## config.mk

```make
export PLATFORM = sky130hd
export DESIGN_NAME = mem_port_arbiter
export DESIGN_NICKNAME = d
export VERILOG_FILES = /design/src/rtl/mem_port_arbiter.sv
export SDC_FILE = /design/constraint.sdc
export NUM_CORES = 1
export LEC_CHECK = 0
export CORE_AREA = 2 2 117 119
export CTS_BUF_LIST = sky130_fd_sc_hd__clkbuf_16
export DETAILED_ROUTE_END_ITERATION = 10
export DIE_AREA = 0 0 119 121
export PLACE_DENSITY = 0.69
export SLEW_MARGIN = 15
export SYNTH_ARGS = -nofsm -noshare
export SYNTH_HDL_FRONTEND = slang
export SYNTH_SLANG_ARGS = --single-unit
```

## constraint.sdc

```tcl
create_clock -name clk -period 2.3 [get_ports clk]
set_input_delay 0.575 -clock clk [delete_from_list [all_inputs] [get_ports clk]]
set_output_delay 0.575 -clock clk [all_outputs]
set_load 0.02 [all_outputs]
```

## src/rtl/mem_port_arbiter.sv

```systemverilog
// mem_port_arbiter: round-robin, lockable arbiter sharing one memory port between two requesters
// Ports:
//   clk, rst                  clock (rising edge), asynchronous active-high reset
//   mN_rd/mN_wr/mN_lock       read/write beat request and grant hold from requester N (N=0,1)
//   mN_addr/mN_wdata          beat address and write data from requester N
//   mN_busy                   beat not accepted this cycle, requester holds its request
//   mN_rdata/mN_rvalid        read data (broadcast) and per-owner valid pulse
//   mem_rd/mem_wr/mem_addr/mem_wdata/mem_rdata/mem_busy   shared memory port
// Optional: define ARB_STATS_EN to add grant_cnt0/1 and wait_cnt0/1 statistics outputs.
module mem_port_arbiter #(
    parameter int ADDR_W   = 32,
    parameter int DATA_W   = 32,
    parameter int RD_LAT   = 1,
    parameter int LOCK_MAX = 16
) (
    input  logic              clk,
    input  logic              rst,
    input  logic              m0_rd,
    input  logic              m0_wr,
    input  logic              m0_lock,
    input  logic [ADDR_W-1:0] m0_addr,
    input  logic [DATA_W-1:0] m0_wdata,
    output logic              m0_busy,
    output logic [DATA_W-1:0] m0_rdata,
    output logic              m0_rvalid,
    input  logic              m1_rd,
    input  logic              m1_wr,
    input  logic              m1_lock,
    input  logic [ADDR_W-1:0] m1_addr,
    input  logic [DATA_W-1:0] m1_wdata,
    output logic              m1_busy,
    output logic [DATA_W-1:0] m1_rdata,
    output logic              m1_rvalid,
    output logic              mem_rd,
    output logic              mem_wr,
    output logic [ADDR_W-1:0] mem_addr,
    output logic [DATA_W-1:0] mem_wdata,
    input  logic [DATA_W-1:0] mem_rdata,
    input  logic              mem_busy
`ifdef ARB_STATS_EN
    ,
    output logic [31:0]       grant_cnt0,
    output logic [31:0]       grant_cnt1,
    output logic [31:0]       wait_cnt0,
    output logic [31:0]       wait_cnt1
`endif
);
    typedef enum logic [1:0] {IDLE = 2'd0, GNT0 = 2'd1, GNT1 = 2'd2} state_t;
    state_t            state_q, state_d;
    logic              rr_q, rr_d;
    logic [7:0]        cnt_q, cnt_d;
    logic [RD_LAT-1:0] pv_q, pv_d, pid_q, pid_d;
    logic              req0, req1, gnt0, gnt1, req_x, req_o, lock_x, acc, last, rel_a, rel;

    assign req0   = m0_rd | m0_wr;
    assign req1   = m1_rd | m1_wr;
    assign gnt0   = state_q == GNT0;
    assign gnt1   = state_q == GNT1;
    assign req_x  = gnt1 ? req1 : req0;
    assign req_o  = gnt1 ? req0 : req1;
    assign lock_x = gnt1 ? m1_lock : m0_lock;
    assign acc    = (mem_rd | mem_wr) & ~mem_busy;
    assign last   = acc & ((32'(cnt_q) + 32'd1) == 32'(LOCK_MAX));
    assign rel_a  = acc & ~lock_x;
    // Release: unlocked accepted beat, unlocked idle requester, or lock budget exhausted
    assign rel    = (gnt0 | gnt1) & (rel_a | (~req_x & ~lock_x) | last);

    always_ff @(posedge clk or posedge rst) begin
        if (rst) begin
            state_q <= IDLE;
            rr_q    <= 1'b0;
            cnt_q   <= '0;
            pv_q    <= '0;
            pid_q   <= '0;
        end else begin
            state_q <= state_d;
            rr_q    <= rr_d;
            cnt_q   <= cnt_d;
            pv_q    <= pv_d;
            pid_q   <= pid_d;
        end
    end

    always_comb begin
        state_d = state_q;
        rr_d    = rel ? gnt0 : rr_q;
        cnt_d   = rel ? 8'd0 : acc ? cnt_q + 8'd1 : cnt_q;
        // Tag pipe: valid bit and owner id shift every cycle, head is the oldest read
        pv_d    = (pv_q << 1) | RD_LAT'(acc & mem_rd);
        pid_d   = (pid_q << 1) | RD_LAT'(gnt1);
        if (!(gnt0 | gnt1))
            state_d = (req0 & req1) ? (rr_q ? GNT1 : GNT0) : req0 ? GNT0 : req1 ? GNT1 : IDLE;
        else if (rel)
            state_d = req_o ? (gnt0 ? GNT1 : GNT0) : (req_x & rel_a) ? state_q : IDLE;
    end

    always_comb begin
        mem_wr    = gnt0 ? m0_wr : gnt1 ? m1_wr : 1'b0;
        mem_rd    = gnt0 ? (m0_rd & ~m0_wr) : gnt1 ? (m1_rd & ~m1_wr) : 1'b0;
        mem_addr  = gnt0 ? m0_addr : gnt1 ? m1_addr : '0;
        mem_wdata = gnt0 ? m0_wdata : gnt1 ? m1_wdata : '0;
        m0_busy   = gnt0 ? mem_busy : req0;
        m1_busy   = gnt1 ? mem_busy : req1;
        m0_rvalid = pv_q[RD_LAT-1] & ~pid_q[RD_LAT-1];
        m1_rvalid = pv_q[RD_LAT-1] & pid_q[RD_LAT-1];
        m0_rdata  = pv_q[RD_LAT-1] ? mem_rdata : '0;
        m1_rdata  = m0_rdata;
    end

`ifdef ARB_STATS_EN
    logic [31:0] gc0_q, gc1_q, wc0_q, wc1_q;
    always_ff @(posedge clk or posedge rst) begin
        if (rst) begin
            gc0_q <= '0;
            gc1_q <= '0;
            wc0_q <= '0;
            wc1_q <= '0;
        end else begin
            if (state_d == GNT0 && (!gnt0 || rel)) gc0_q <= gc0_q + 32'd1;
            if (state_d == GNT1 && (!gnt1 || rel)) gc1_q <= gc1_q + 32'd1;
            if (m0_busy & req0) wc0_q <= wc0_q + 32'd1;
            if (m1_busy & req1) wc1_q <= wc1_q + 32'd1;
        end
    end
    assign grant_cnt0 = gc0_q;
    assign grant_cnt1 = gc1_q;
    assign wait_cnt0  = wc0_q;
    assign wait_cnt1  = wc1_q;
`endif
endmodule

```

==> metrics.log, run 1 <==
[metrics] run status: finished clean
[metrics] routed length per instance: roughly 15 um
[metrics] nets in the synthesized netlist: 556
[metrics] DR vias: around 3,700
[metrics] initial antenna violation count: 2
[metrics] most common flop cell mapped by yosys: sky130_fd_sc_hd__dfrtp_1
[metrics] Slew HR: 65.9%
[metrics] Max Clock Skew: 0.00233 ns
[metrics] number of filler instances in the final layout: approximately 1,400
[metrics] Pins Over Slew Limit: 0
[metrics] port buffer count: 302
[metrics] wire length of the first global-routing pass: ~19,000 um
[metrics] count of mapped cells out of synthesis: between 300 and 400
[metrics] area of the core region: roughly 13,000 um2
[metrics] combined area of all synthesized cells: around 2300 um2
[metrics] number of buffers created by CTS: 3
[metrics] clock network latency to the later pin of the worst-skew pair: 0.24 ns
[metrics] FF+latch count, synth: 13
[metrics] Max Buffers Root-to-Sink: 2
[metrics] total number of placement rows: 42
[metrics] maximum vdd ir drop: around 0.55 mV
[metrics] largest fanout on the critical path: 7
[metrics] largest net degree at the start of global routing: 37
[metrics] fraction of the cycle the final worst path needs: approximately 99%
[metrics] maximum capacitance violations: 0
[metrics] Post-Route Hold Slack: 0.599 ns
[metrics] count of final setup violators: 0
[metrics] CP peak stage delay: ~0.38 ns
[metrics] TritonCTS clock tree: done
[metrics] count of boundary I/O pins: just over 300
[metrics] number of clock sinks: 13
[metrics] Final ANT Viol Nets: 0
[metrics] remaining design rule violation count: 0
[metrics] synthesized area per cell: 6.10 um2
[metrics] Setup CP Type: reg -> out
[metrics] Die Outline Area: 14,400 um2
[metrics] GP Congestion: roughly 0.86
[metrics] transition time at the pin with the least slew margin: between 0.5 and 0.6 ns
[metrics] global router's overall resource usage: 16.6%
[metrics] number of distinct library cells after synthesis: between 40 and 50
[metrics] Worst setup SP type: flop
[metrics] hold buffer count at CTS: 0
[metrics] final sum of negative setup slack: 0 ns
[metrics] effective utilization at floorplan: between 10% and 20%
[metrics] post-synthesis sequential area ratio: between 10 and 15%
[metrics] clock input transition at the sequential cells of the worst setup and hold paths: ~0.050 ns
[metrics] Clk Tree Root Cell: sky130_fd_sc_hd__clkbuf_16
[metrics] number of warnings reported in the yosys synthesis log: 0
[metrics] pwr/cell area: between 900 and 1000 nW/um2
[metrics] 1st-iter DRT viols: roughly 190
[metrics] endpoint type of the worst setup path: output port
[metrics] H-tree Lvls: 1
[metrics] maximum achievable frequency: 438 MHz
[metrics] Net count, final: 840
[metrics] post-route cell area: roughly 5500 um2
[metrics] Critical Path, Cell by Cell: buf_4, ha_4, and2b_1, buf_12, a22o_1, clkdlybuf4s15_2
[metrics] die width: around 120 um
[metrics] number of global-route vias before repair: ~3,500
[metrics] HPWL Detailed: roughly 10,000 um
[metrics] worst setup slack for register-to-register paths: around 0.23 ns
[metrics] Crit-path slowest cell: sky130_fd_sc_hd__dfrtp_1
[metrics] ratio of cells with drive above 1 in the final layout: approximately a fifth
[metrics] Via density: ~4.4
[metrics] area growth from synthesis to layout: 134%
[metrics] post-detailed-routing wire length: around 13,000 um
[metrics] worst min-delay path class: reg -> reg
[metrics] post-layout minimum cycle time: between 2 and 2.5 ns
[metrics] Die Span Y: approximately 120 um
[metrics] Crit path required time: 1.73 ns
[metrics] total cell area at the placement stage: around 5600 um2
[metrics] share of async-settable or async-resettable flops after synthesis: 100%
[metrics] hold violation total from the final report: 0
[metrics] CP Data Arrival Time: roughly 1.7 ns
[metrics] number of flops mapped to enable cells by yosys: 0
[metrics] GRT overflow: 0
[metrics] leakage power: 2.60 nW
[metrics] RSZ-0062 raised after global routing: true
[metrics] number of detailed-route iterations in the first pass: 5
==> logic make-up (layout without fill, tap and decap cells) <==
family,Yosys count,count (layout),share of synthesized area (%)
compound gates,100,100,25.8
xor+xnor,7,7,2.63
fa+ha+maj,4,4,2.14
buf+inv,67,350,16.2
flops,13,13,13.9
mux,5,5,2.36
other cells,0,1,0
simple gates,187,187,36.9
==> cell usage in the layout, fill, tap and decap left out, types with 2 or more instances in the layout <==
master                            count
sky130_fd_sc_hd__clkdlybuf4s50_1    169
sky130_fd_sc_hd__nand2_1            124
sky130_fd_sc_hd__dlygate4sd2_1       64
sky130_fd_sc_hd__buf_2               56
sky130_fd_sc_hd__buf_4               38
sky130_fd_sc_hd__o21ai_0             37
sky130_fd_sc_hd__and2_1              34
sky130_fd_sc_hd__dfrtp_1             13
sky130_fd_sc_hd__a21oi_1             12
sky130_fd_sc_hd__o21ai_2             12
sky130_fd_sc_hd__o21ai_1             11
sky130_fd_sc_hd__a22o_1               8
sky130_fd_sc_hd__inv_1                7
sky130_fd_sc_hd__xnor2_1              6
sky130_fd_sc_hd__clkbuf_16            5
sky130_fd_sc_hd__buf_12               5
sky130_fd_sc_hd__nor2_1               4
sky130_fd_sc_hd__nand3_1              4
sky130_fd_sc_hd__mux2i_1              4
sky130_fd_sc_hd__nor3_1               4
sky130_fd_sc_hd__clkdlybuf4s15_2      3
sky130_fd_sc_hd__and3_1               2
sky130_fd_sc_hd__a211oi_1             2
sky130_fd_sc_hd__o2111ai_1            2
sky130_fd_sc_hd__nor2b_1              2
sky130_fd_sc_hd__or2_1                2
sky130_fd_sc_hd__nor4_1               2
sky130_fd_sc_hd__o211ai_1             2
sky130_fd_sc_hd__ha_4                 2
sky130_fd_sc_hd__ha_1                 2
sky130_fd_sc_hd__buf_16               2
==> critical path: cells and delay by family (launching register included) <==
| kind | cells | cell delay (ns) |
|---|---|---|
| buf+inv | 3 | 0.55 |
| flops | 1 | 0.38 |
| simple gates | 1 | 0.20 |
| fa+ha+maj | 1 | 0.18 |
| compound gates | 1 | 0.17 |
==> state kept, by name, summed over array words and instances, names as in the netlist <==
signal / count
pid_q: 1
pv_q: 1
cnt_q: 8
state_q: 2
rr_q: 1
==> routing by layer <==
metal	vias up	track usage, %	wire (um)	part of all wire (%)
met3	16	4.14	1110	8.7
li1	1813	-	-	-
met4	0	2.38	140	1.1
met1	1664	19.0	4910	38
met5	-	0	0	0
met2	216	31.5	6680	52
==> synthesized netlist by cell type, types with 6 or more instances <==
master / n / area share (%)
sky130_fd_sc_hd__a22o_1: 8 / 3.0
sky130_fd_sc_hd__buf_1: 7 / 1.1
sky130_fd_sc_hd__a21oi_1: 13 / 2.8
sky130_fd_sc_hd__buf_4: 32 / 10
sky130_fd_sc_hd__o21ai_0: 58 / 12
sky130_fd_sc_hd__inv_1: 6 / 0.96
sky130_fd_sc_hd__clkbuf_1: 16 / 2.6
sky130_fd_sc_hd__xnor2_1: 6 / 2.3
sky130_fd_sc_hd__and2_1: 34 / 9.1
sky130_fd_sc_hd__nand2_1: 124 / 20
sky130_fd_sc_hd__dfrtp_1: 13 / 14
sky130_fd_sc_hd__buf_2: 6 / 1.3
==> stage by stage <==
| stage | std cells | setup WS, ns | total power [W] | util [%] |
|---|---|---|---|---|
| after global routing | 842 | -0.0495 | 0.00546 | 41.7 |
| after detailed placement | 830 | -0.438 | 0.00486 | 42.5 |
| after CTS | 839 | 0.00622 | 0.00492 | 41.0 |
| final | 843 | 0.0166 | 0.00510 | 41.7 |
| after floorplan | 383 | 0.0381 | 0.00268 | - |
| after global placement | 830 | -0.423 | 0.00481 | 42.5 |
==> what timing repair did <==
action	in CTS	in global routing
pin swaps	0	2
buffers inserted	3	1
setup endpoints to repair	131	43
resized for setup	390	22
gates cloned	2	2
==> area by class of cell <==
type	instances	area [um2]	area share (%)
Clock buffer	3	75.1	1.38
Inverter	6	22.5	0.413
Multi-Input combinational cell	303	1720	31.5
Sequential cell	13	325	5.96
Timing Repair Buffer	340	3090	56.6
Antenna cell	1	2.50	0.0459
Tap cell	176	220	4.04
Clock inverter	1	3.75	0.0688
==> where the power goes <==
group / switching, W / total, W / internal (W) / leakage, nW
sequential: 0.0000709 / 0.000363 / 0.000292 / 0.170
combinational: 0.00248 / 0.00441 / 0.00193 / 2.39
clock: 0.000101 / 0.000331 / 0.000230 / 0.0423
total: 0.00265 / 0.00510 / 0.00245 / 2.60
==> worst paths after layout <==
kind                                          endpoint              startpoint  depth (start not counted)
worst max-delay path                     mem_wdata[28]  state_q[1]$_DFFE_PP0P_                          6
max in group asynchronous         cnt_q[2]$_DFFE_PP0P_                     rst                          2
min in group asynchronous         cnt_q[7]$_DFFE_PP0P_                     rst                          2
worst max register to register  state_q[0]$_DFFE_PP0P_  state_q[1]$_DFFE_PP0P_                          9
worst min-delay path                  rr_q$_DFFE_PP0P_        rr_q$_DFFE_PP0P_                          2
worst min register to register        rr_q$_DFFE_PP0P_        rr_q$_DFFE_PP0P_                          2
Note: power is estimated with default switching activity, not from simulation.
==> inputs of run 2 (changes only) <==
- CTS_CLUSTER_DIAMETER: unset -> 150
==> results of run 2 <==
No change in the layout: final DEF, timing and power equal those of run 1.
